<file path="config.mk">
export PLATFORM = sky130hd
export DESIGN_NAME = sweep_freq_meter
export DESIGN_NICKNAME = d
export VERILOG_FILES = /design/src/rtl/sweep_freq_meter.sv
export SDC_FILE = /design/constraint.sdc
export NUM_CORES = 1
export LEC_CHECK = 0
export BUFFER_PORTS_ARGS = -buffer_cell sky130_fd_sc_hd__buf_2
export CAP_MARGIN = 20
export CORE_UTILIZATION = 40
export CTS_BUF_LIST = sky130_fd_sc_hd__clkbuf_8
export DETAILED_ROUTE_END_ITERATION = 8
export HOLD_SLACK_MARGIN = 0.03
export PLACE_DENSITY_LB_ADDON = 0.3
export SYNTH_ARGS = -nofsm -noshare
export SYNTH_HDL_FRONTEND = slang
export SYNTH_SLANG_ARGS = --single-unit
</file>
<file path="constraint.sdc">
create_clock -name clk_wave -period 2.45 [get_ports clk_wave]
set_input_delay 0.49 -clock clk_wave [delete_from_list [all_inputs] [get_ports clk_wave]]
set_output_delay 0.49 -clock clk_wave [all_outputs]
set_load 0.01 [all_outputs]
</file>
<file path="src/rtl/sweep_freq_meter.sv">
// Hysteresis edge counter / frequency meter for the swept-waveform loopback.
// Optional per-window peak-to-peak tracking is enabled with `define FREQ_METER_PEAK_EN.
module sweep_freq_meter #(
  parameter int DATA_W      = 8,
  parameter int MID         = 128,
  parameter int HYST        = 16,
  parameter int GATE_CYCLES = 50_000_000,
  parameter int CNT_W       = 16
) (
  input  logic              clk_wave,
  input  logic              sys_rst,
  input  logic              en,
  input  logic [DATA_W-1:0] adc_data,
  input  logic              adc_valid,
  output logic [CNT_W-1:0]  freq_out,
  output logic              freq_valid,
  output logic              freq_ovf,
  output logic [DATA_W-1:0] vpp_out
);

  localparam int GW = (GATE_CYCLES > 2) ? $clog2(GATE_CYCLES) : 1;
  localparam logic [DATA_W-1:0] HI_TH     = DATA_W'(MID + HYST);
  localparam logic [DATA_W-1:0] LO_TH     = DATA_W'(MID - HYST);
  localparam logic [GW-1:0]     GATE_LAST = GW'(GATE_CYCLES - 1);
  localparam logic [CNT_W-1:0]  CNT_MAX   = '1;

  typedef enum logic [1:0] {UNK, LOW, HIGH} lvl_t;

  lvl_t             lvl;
  logic [GW-1:0]    gate_cnt;
  logic [CNT_W-1:0] edge_cnt;
  logic             ovf;

  logic             is_hi, is_lo, rise, terminal, sat;
  logic [CNT_W-1:0] edge_nxt;
  logic             ovf_nxt;

  // Next-count values include an edge detected this cycle, so the terminal
  // cycle can report it without a one-cycle hole.
  always_comb begin
    is_hi    = adc_valid && (adc_data >= HI_TH);
    is_lo    = adc_valid && (adc_data <= LO_TH);
    rise     = en && is_hi && (lvl == LOW);
    terminal = en && (gate_cnt == GATE_LAST);
    sat      = (edge_cnt == CNT_MAX);
    edge_nxt = (rise && !sat) ? edge_cnt + 1'b1 : edge_cnt;
    ovf_nxt  = ovf | (rise & sat);
  end

  // Level detector; in-band samples never move it, leaving UNK never counts.
  always_ff @(posedge clk_wave or posedge sys_rst) begin
    if (sys_rst)     lvl <= UNK;
    else if (!en)    lvl <= UNK;
    else if (is_hi)  lvl <= HIGH;
    else if (is_lo)  lvl <= LOW;
  end

  always_ff @(posedge clk_wave or posedge sys_rst) begin
    if (sys_rst) begin
      gate_cnt <= '0;
      edge_cnt <= '0;
      ovf      <= 1'b0;
    end else if (!en || terminal) begin
      gate_cnt <= '0;
      edge_cnt <= '0;
      ovf      <= 1'b0;
    end else begin
      gate_cnt <= gate_cnt + 1'b1;
      edge_cnt <= edge_nxt;
      ovf      <= ovf_nxt;
    end
  end

  // Report registers hold across en-low so the last result stays visible.
  always_ff @(posedge clk_wave or posedge sys_rst) begin
    if (sys_rst) begin
      freq_out   <= '0;
      freq_ovf   <= 1'b0;
      freq_valid <= 1'b0;
    end else begin
      freq_valid <= terminal;
      if (terminal) begin
        freq_out <= edge_nxt;
        freq_ovf <= ovf_nxt;
      end
    end
  end

`ifdef FREQ_METER_PEAK_EN
  logic [DATA_W-1:0] pk_min, pk_max, min_nxt, max_nxt;
  logic              seen, seen_nxt;

  always_comb begin
    min_nxt  = (adc_valid && adc_data < pk_min) ? adc_data : pk_min;
    max_nxt  = (adc_valid && adc_data > pk_max) ? adc_data : pk_max;
    seen_nxt = seen | adc_valid;
  end

  always_ff @(posedge clk_wave or posedge sys_rst) begin
    if (sys_rst) begin
      pk_min <= '1;
      pk_max <= '0;
      seen   <= 1'b0;
    end else if (!en || terminal) begin
      pk_min <= '1;
      pk_max <= '0;
      seen   <= 1'b0;
    end else begin
      pk_min <= min_nxt;
      pk_max <= max_nxt;
      seen   <= seen_nxt;
    end
  end

  always_ff @(posedge clk_wave or posedge sys_rst) begin
    if (sys_rst)       vpp_out <= '0;
    else if (terminal) vpp_out <= seen_nxt ? (max_nxt - min_nxt) : '0;
  end
`else
  assign vpp_out = '0;
`endif

endmodule

</file>
==> results of run 1 <==
[synthesized netlist by cell type (all sizes together)]
library cell  number  share of area [%]
and2               1               0.25
conb               1               0.12
or4b               1               0.33
o21ai             22                3.8
a21oi              5               0.83
nand2             30                3.7
a21boi             1               0.25
nor3b              2               0.50
xnor2             27                7.9
or2                2               0.42
dfrtp             63                 52
o211a              1               0.33
a41o               1               0.33
clkbuf             5               0.62
buf               13                2.8
nor4b              5                1.9
nor4              11                2.7
inv                7               0.87
and3               2               0.42
nor3               7                1.2
or3                3               0.62
nor2              50                6.2
nand2b             1               0.21
nand4b             1               0.29
nand3b             2               0.62
or4                1               0.25
and4               3               0.87
nand4             14                2.9
o311ai             1               0.87
ha                 2               0.83
nand3             14                2.3
mux2i              1               0.33
xor2               7                2.0
[sequential cells by signal, summed over array words and instances, names as in the netlist]
| signal | cells |
|---|---|
| edge_cnt | 16 |
| freq_out | 16 |
| freq_ovf | 1 |
| freq_valid | 1 |
| gate_cnt | 26 |
| lvl | 2 |
| ovf | 1 |
[power breakdown]
group / switching, mW / internal, mW / total [mW]
Clock: 0.433 / 0.603 / 1.04
Sequential: 0.00549 / 1.05 / 1.05
Combinational: 0.0528 / 0.0218 / 0.0746
[cell type report]
type | instances | area [um2] | share of cell area, %
Clock inverter | 6 | 91.3 | 2.62
Timing Repair Buffer | 37 | 205 | 5.88
Clock buffer | 10 | 138 | 3.94
Multi-Input combinational cell | 226 | 1330 | 38.1
Inverter | 7 | 26.3 | 0.753
Sequential cell | 63 | 1580 | 45.2
Tap cell | 99 | 124 | 3.55
[cells by family after synthesis]
| logic type | synth area share (%) |
|---|---|
| xor+xnor | 9.89 |
| compound gates | 6.40 |
| mux | 0.333 |
| fa+ha+maj | 0.831 |
| flops | 52.4 |
| other cells | 0.125 |
| buf+inv | 4.32 |
| simple gates | 25.7 |
[worst max-delay path by stage]
stage                             from      endpoint  slack (ns)  depth (start not counted)
after CTS                 gate_cnt[10]   edge_cnt[9]        0.35                          6
after global placement     adc_data[6]  freq_out[13]        0.29                          6
final                      gate_cnt[2]  gate_cnt[25]        0.36                          5
after floorplan                sys_rst   edge_cnt[0]        0.39                          1
after detailed placement   adc_data[6]  freq_out[13]        0.22                          6
after global routing       gate_cnt[2]  gate_cnt[21]        0.15                          5
[layer usage]
metal / track usage [%] / part of all wire [%] / vias to the layer above
met5: 0 / 0 / -
met4: 4.84 / 1.1 / 0
met3: 5.78 / 3.6 / 7
met2: 28.8 / 49 / 31
met1: 21.0 / 47 / 1068
li1: - / - / 1116
[per-stage QoR]
| step | hold slack (ns) | std cells | util (%) | power [mW] |
|---|---|---|---|---|
| after floorplan | 0.446 | 314 | - | 1.13 |
| after global placement | 0.457 | 432 | 45.0 | 1.15 |
| after detailed placement | 0.466 | 432 | 45.0 | 1.15 |
| after CTS | 0.0862 | 448 | 48.1 | 2.19 |
| after global routing | 0.105 | 448 | 48.1 | 2.25 |
| final | 0.0849 | 448 | 48.1 | 2.16 |
==> impl_results.md, run 1 <==
- Worst min path class: input port to asynchronous set/reset pin
- Required time worst endpoint: roughly 2.7 ns
- Final WL: 5700 um
- Crit path kind: flop to flop
- Final Hold Vio Count: 0
- Arrival @ worst endpoint: roughly 2.4 ns
- Status: finished, final reports clean
- WP buf/inv: 0
- Worst setup margin: about 0.36 ns
- Clock skew: a little under 0.007 ns
- Post-Synthesis Cell Area: 3010 um2
- Yosys reg bits: 63
- Clock Tree Buf Depth: 2
- Starting DRC count in detailed routing: 90
- Drt drc: 0
- Via count: 2,222
- Pins Over Slew Limit: 0
- TritonCTS clock tree: yes
- Layout cells sized above 1: 18.3%
- Max stage delay on crit path: about 0.5 ns
- CP Capture Type: flop
- Pre-antenna DRT Iters: 4
- Power per Cell Area: between 600 and 700 nW/um2
- YS warnings: 0
- Clock insertion delay at the later pin of the skew report: 0.35 ns
- Vias/cell: 4.96
- TritonCTS Buffers: 9
- Post-CTS Setup Bufs: 0
- Post-DP HPWL: roughly 4000 um
- Cts hold-fix bufs: 0
- Area Overhead vs Synth: 16.0%
- Die area: approximately 7900 um2
- Core area: 7250 um2
- First-pass GRT wire length: 10,200 um
- CP Launch Type: flop
- Cells after Synth: around 310
- RSZ-0062 raised after global routing: no
- RD Place Congestion: 0.781
- CP max FO: 7
- Critical path's slowest cell: nor3_1
- Die W: ~89 um
- Buffers on Ports: 29
- Gr ovfl total: 0
- H-tree depth: 3
- Routed len/inst: approximately 13 um
- Commonest non-fill, non-tap cell in the layout: dfrtp_1
- Filler Cells Inserted: around 710
- Area post-placement: ~3300 um2
- Delay-heaviest family, CP: simple AND/OR/NAND/NOR gates
- VDD IR max: about 0.33 mV
- Max_slew headroom: 64.8%
- IO Pins: 38
- Clock-pin slew on the worst setup and hold paths: 0.07 ns
- Reg2reg end: gate_cnt[25]
- Total GRT Usage: 17.1%
- Vias in the first global route: between 2k and 2.5k
- Critical-path cell list: nand3_1 -> nor3_1 -> nand4_1 -> or3_1 -> a21oi_1
- Starting Density: 41.5%
- Number of distinct library cells after synthesis: 39
- Slew @ Worst Pin: 0.523 ns
- Post_cts resized: 0
- R2R Setup Slk: 0.36 ns
- Reg-to-reg startpoint: gate_cnt[2]
- Fin area: 3490 um2
- Number of cell rows: 31
- Pin count of the biggest net entering global routing: 36
- Final period util: a little under nine tenths
- Initial antenna violation count: 0
- # clock sinks: 63
- Nets@finish: about 360
- Antenna viol nets, final: 0
- Pleak: ~1.5 nW
- Most frequent cells in the layout: dfrtp_1 (63), nor2_1 (50), nand2_1 (30)
- Setup Viol. Count Final: 0
- CTS root buf: clkbuf_8
- Highest clock rate: ~0.48 GHz
- Fin crit period: between 2 and 2.5 ns
- Setup WS pre-CTS: between 0.2 and 0.25 ns
- R2R depth: 5
- # diodes: 0
- Syn avg cell area: ~9.8 um2
- Die height: roughly 89 um
- Setup tns final: 0 ns
- Sequential-to-total area share from yosys stat: a little over half
- Maxcap violations: 0
(Power assumes the default switching activity.)
==> run 2: changes to the inputs <==
Settings changed: CORE_UTILIZATION 40 to 60.
==> impl_results.md, run 2 (same netlist as run 1, synthesis figures left out) <==
- Antenna viol nets, final: 0 (unchanged)
- Filler Cells Inserted: 365 (-48%)
- Clock insertion delay at the later pin of the skew report: 0.34 ns (about the same)
- Core area: 4790 um2 (-34%)
- Pin count of the biggest net entering global routing: 36 (unchanged)
- H-tree depth: 3 (unchanged)
- Final WL: 5590 um (-1.9%)
- Layout cells sized above 1: 17.9% (-0.47 points)
- Area Overhead vs Synth: 13.8%
- Pins Over Slew Limit: 0 (unchanged)
- Clock-pin slew on the worst setup and hold paths: 0.07 ns (about the same)
- Drt drc: 0 (unchanged)
- Max_slew headroom: 57.8% (-7.1 points)
- CTS root buf: clkbuf_8
- Final Hold Vio Count: 0 (unchanged)
- Clock skew: 0.00921 ns (+0.00247 ns)
- Met1 Track Usage GR: 30.0% (+9.0 points)
- Maxcap violations: 0 (unchanged)
- Power per Cell Area: 579 nW/um2 (-6.6%)
- CP Launch Type: flop
- Most Used Layer, Global Route: met2
- TritonCTS clock tree: yes
- Initial antenna violation count: 0 (unchanged)
- TritonCTS Buffers: 9 (unchanged)
- Post-DP HPWL: 3890 um (-3.0%)
- # diodes: 0 (unchanged)
- Cts hold-fix bufs: 0 (unchanged)
- First-pass GRT wire length: 9510 um (-6.4%)
- RSZ-0062 raised after global routing: no
- Die height: 72.8 um (-18%)
- Reg with most FFs: gate_cnt
- Setup tns final: 0 ns (unchanged)
- Commonest non-fill, non-tap cell in the layout: dfrtp_1
- Die W: 72.8 um (-18%)
- Post-CTS Setup Bufs: 0 (unchanged)
- VDD IR max: 0.434 mV (+32%)
- Vias/cell: 5.52 (+11%)
- RD Place Congestion: 0.817 (+4.6%)
- CP Capture Type: flop
- Buffers on Ports: 29 (unchanged)
- Gr ovfl total: 0 (unchanged)
- Most frequent cells in the layout: dfrtp_1 (63), nor2_1 (50), nand2_1 (30)
- Met3 usage: 4.42% (-1.4 points)
- Worst hold slack: 0.231 ns (+0.146 ns)
- Number of cell rows: 25 (-19%)
- Final period util: 83.7% (-1.7 points)
- Crit path kind: flop to flop
- CP max FO: 12 (+5)
- Top flop regs: gate_cnt: 26 flops, edge_cnt: 16 flops, freq_out: 16 flops
- Worst min path class: input port to asynchronous set/reset pin
- Clock Tree Buf Depth: 2 (unchanged)
- Vias in the first global route: 2,120 (-3.5%)
- Routed len/inst: 13.5 um (+6.1%)
- Die area: 5300 um2 (-33%)
- # clock sinks: 63 (unchanged)
- Post_cts resized: 0 (unchanged)
- Worst setup path start: gate_cnt[10]
- Pre-antenna DRT Iters: 4 (unchanged)
- Slew @ Worst Pin: 0.632 ns (+0.109 ns)
- GR Util met2: 39.8% (+11 points)
- Tot Pwr: 1.98 mW (-8.3%)
- Required time worst endpoint: 2.67 ns (-0.06 ns)
- Status: finished, final reports clean
- Starting DRC count in detailed routing: 150 (+67%)
- Pleak: 1.49 nW (about the same)
- Fin crit period: 2.05 ns (-0.0412 ns)
- Max reg flops: 26 (unchanged)
- Highest clock rate: 0.488 GHz (+2.0%)
- Nets@finish: 356 (-0.56%)
- Via count: 2,287 (+2.9%)
- Starting Density: 62.9% (+21 points)
- Reg-to-reg startpoint: gate_cnt[10]
- Arrival @ worst endpoint: 2.27 ns (-0.10 ns)
- Total GRT Usage: 24.4% (+7.3 points)
- Setup Viol. Count Final: 0 (unchanged)
- IO Pins: 38 (unchanged)
run 2: routing by layer:
metal,vias up,part of all wire (%)
met2,55,49
li1,1115,-
met1,1104,44
met3,13,4.1
met5,-,0
met4,0,2.8
run 2: worst paths after layout:
| kind | to | cells after the start | slack (ns) |
|---|---|---|---|
| min | lvl[0] | 2 | 0.23 |
| min in group clk_wave | lvl[0] | 2 | 0.45 |
| max reg2reg | edge_cnt[0] | 6 | 0.40 |
| max | edge_cnt[0] | 6 | 0.40 |
| min reg2reg | freq_ovf | 2 | 0.48 |
| max in group asynchronous | gate_cnt[7] | 3 | 1.63 |
run 2: layout make-up:
type | count | area, um2 | share of cell area [%]
inverter | 7 | 26.3 | 0.767
clock inverter | 3 | 15.0 | 0.438
clock buffer | 13 | 179 | 5.22
sequential | 63 | 1580 | 46.0
tap | 67 | 83.8 | 2.45
timing repair buffer | 35 | 215 | 6.28
multi-input combinational | 226 | 1330 | 38.8
run 2: per-stage QoR:
| stage | setup slack (ns) | area [um2] | cells | util, % |
|---|---|---|---|---|
| 3_5_place_dp | 0.290 | 3230 | 398 | 67.5 |
| 6_report | 0.400 | 3430 | 414 | 71.6 |
| 5_1_grt | 0.217 | 3430 | 414 | 71.6 |
| 2_1_floorplan | 0.390 | 3040 | 314 | - |
| 4_1_cts | 0.386 | 3430 | 414 | 71.6 |
| 3_3_place_gp | 0.304 | 3230 | 398 | 67.5 |
run 2: power by group:
part / switching (mW) / leakage (nW) / internal [mW]
Clock: 0.382 / 0.105 / 0.472
Sequential: 0.00545 / 0.877 / 1.05
Combinational: 0.0519 / 0.507 / 0.0240
Total: 0.440 / 1.49 / 1.54
run 2: worst max-delay path: stages, from the launching register on:
cell     delay, ns
dfrtp_1       0.41
or4b_1        0.54
nor4_2        0.30
nand4_1       0.16
o21ai_2       0.22
buf_4         0.23
nor2_1        0.08
==> run 3: changes to the inputs <==
Clock period 2.45 ns to 1.9 ns, I/O delays scaled along.
==> impl_results.md, run 3 (same netlist as run 1, synthesis figures left out) <==
- IO Pins: 38 (unchanged)
- Nets@finish: 396 (+11%)
- Initial antenna violation count: 1 (+1)
- CP Launch Type: flop
- Die W: 72.8 um (unchanged)
- Area post-placement: 3340 um2 (+3.4%)
- Max stage delay on crit path: 0.47 ns (-0.07 ns)
- Commonest non-fill, non-tap cell in the layout: dfrtp_1
- Buffers on Ports: 29 (unchanged)
- TritonCTS clock tree: yes
- Most frequent cells in the layout: dfrtp_1 (63), buf_2 (29), buf_4 (27)
- Required time worst endpoint: 2.11 ns (-0.56 ns)
- Drt drc: 0 (unchanged)
- Die area: 5300 um2 (unchanged)
- Fin crit period: 2.36 ns (+0.306 ns)
- Clock Tree Buf Depth: 2 (unchanged)
- CP max FO: 6 (-6)
- DRT met1 WL: 3870 um (+58%)
- Detailed route wirelength on metal2: 5350 um (+93%)
- Vias/cell: 6.70 (+21%)
- Starting Density: 62.9% (unchanged)
- Fin area: 4390 um2 (+28%)
- Routed len/inst: 24.2 um (+79%)
- CTS root buf: clkbuf_8
- Highest clock rate: 0.425 GHz (-13%)
- TritonCTS Buffers: 9 (unchanged)
- Critical-path cell list: ha_2 -> nand4_1 -> nor4_1 -> buf_4 -> o21ai_0 -> o21ai_1
- Crit path kind: flop to flop
- Top flop regs: gate_cnt: 26 flops, edge_cnt: 16 flops, freq_out: 16 flops
- Final period util: 124% (+40 points)
- Clock-pin slew on the worst setup and hold paths: 0.08 ns (about the same)
- Number of cell rows: 25 (unchanged)
- Starting DRC count in detailed routing: 371 (+150%)
- Reg with most FFs: gate_cnt
- RSZ-0062 raised after global routing: yes
- Delay-heaviest family, CP: simple AND/OR/NAND/NOR gates
- Core area: 4790 um2 (unchanged)
- Antenna viol nets, final: 0 (unchanged)
- H-tree depth: 3 (unchanged)
- Violated checks: setup timing
- Maxcap violations: 0 (unchanged)
- Worst setup margin: -0.456 ns (-0.856 ns)
- # clock sinks: 63 (unchanged)
- Max reg flops: 26 (unchanged)
- Vias in the first global route: 2,461 (+16%)
- DR top layer: met5
- Clock skew: 0.0144 ns (+0.00514 ns)
- Via count: 3,044 (+33%)
- Gr ovfl total: 0 (unchanged)
- Power per Cell Area: 676 nW/um2 (+17%)
- WL met3: 985 um (+330%)
- Clock insertion delay at the later pin of the skew report: 0.37 ns (+0.03 ns)
- Pins Over Slew Limit: 0 (unchanged)
- Pleak: 1.81 nW (+22%)
- Final Hold Vio Count: 0 (unchanged)
- VDD IR max: 0.602 mV (+39%)
- Status: finished with violations
- Die height: 72.8 um (unchanged)
- Setup Viol. Count Final: 59 (+59)
- Critical path's slowest cell: nor4_1
- CP Capture Type: flop
- First-pass GRT wire length: 10,900 um (+14%)
- WP buf/inv: 1 (unchanged)
- Arrival @ worst endpoint: 2.57 ns (+0.30 ns)
- Worst min path class: input port to asynchronous set/reset pin
- Layout cells sized above 1: 46.8% (+29 points)
- RD Place Congestion: 0.805 (-1.4%)
- # diodes: 0 (unchanged)
- Final WL: 11,000 um (+97%)
- Area Overhead vs Synth: 45.8%
- Cts hold-fix bufs: 0 (unchanged)
- Tot Pwr: 2.97 mW (+50%)
- Pre-antenna DRT Iters: 5 (+1)
- Total GRT Usage: 27.9% (+3.6 points)
- Pin count of the biggest net entering global routing: 64 (+78%)
- Post-DP HPWL: 4080 um (+4.8%)
## run 3: final timing paths
path                                  start            to  slack, ns  depth (start not counted)
worst max-delay path            edge_cnt[0]   freq_out[8]      -0.46                          6
worst min-delay path                sys_rst   gate_cnt[7]       0.09                          3
worst max register to register  edge_cnt[0]   freq_out[8]      -0.46                          6
worst min register to register  gate_cnt[0]   gate_cnt[0]       0.48                          1
max in group asynchronous           sys_rst  edge_cnt[14]       1.54                          3
min in group clk_wave                    en        lvl[0]       0.44                          3
## run 3: layout make-up
class,instances,area (um2)
repair buffers,75,654
well taps,67,83.8
multi-input cells,226,1800
fillers,166,398
clock buffers,13,179
flip-flops and latches,63,1580
inverters,7,30.0
clock inverters,3,63.8
## run 3: repair_timing
| action | in CTS | in global routing |
|---|---|---|
| pin swaps | 12 | 30 |
| gates cloned | 2 | 7 |
| setup endpoints to repair | 56 | 59 |
| resized for setup | 17 | 124 |
| buffers inserted | 6 | 9 |
## run 3: stage by stage
step	setup slack [ns]	setup TNS (ns)	instances	util [%]	hold slack, ns
after floorplan	0.00335	0	314	-	0.446
after global placement	-0.112	-3.17	414	69.9	0.457
after detailed placement	-0.140	-4.53	414	69.9	0.465
after CTS	-0.0238	-0.438	438	77.7	0.124
after global routing	-0.491	-11.78	454	91.7	0.121
final	-0.456	-8.33	454	91.7	0.0906
## run 3: per-layer routing
layer / vias to the layer above / GRT usage (%)
li1: 1206 / -
met1: 1483 / 32.1
met2: 265 / 47.6
met3: 88 / 5.11
met4: 2 / 19.0
met5: - / 0
## run 3: power breakdown
part / internal, mW / leakage (nW) / total [mW] / switching (mW)
clock network: 0.879 / 0.127 / 1.45 / 0.575
logic: 0.0590 / 0.810 / 0.158 / 0.0991
registers: 1.35 / 0.877 / 1.36 / 0.00775
## run 3: worst register-to-register path, cell delays in order, from the launching register on
cell and delay (ns):
dfrtp_1 0.42, ha_2 0.23, nand4_1 0.21, nor4_1 0.47, buf_4 0.25, o21ai_0 0.18, o21ai_1 0.44
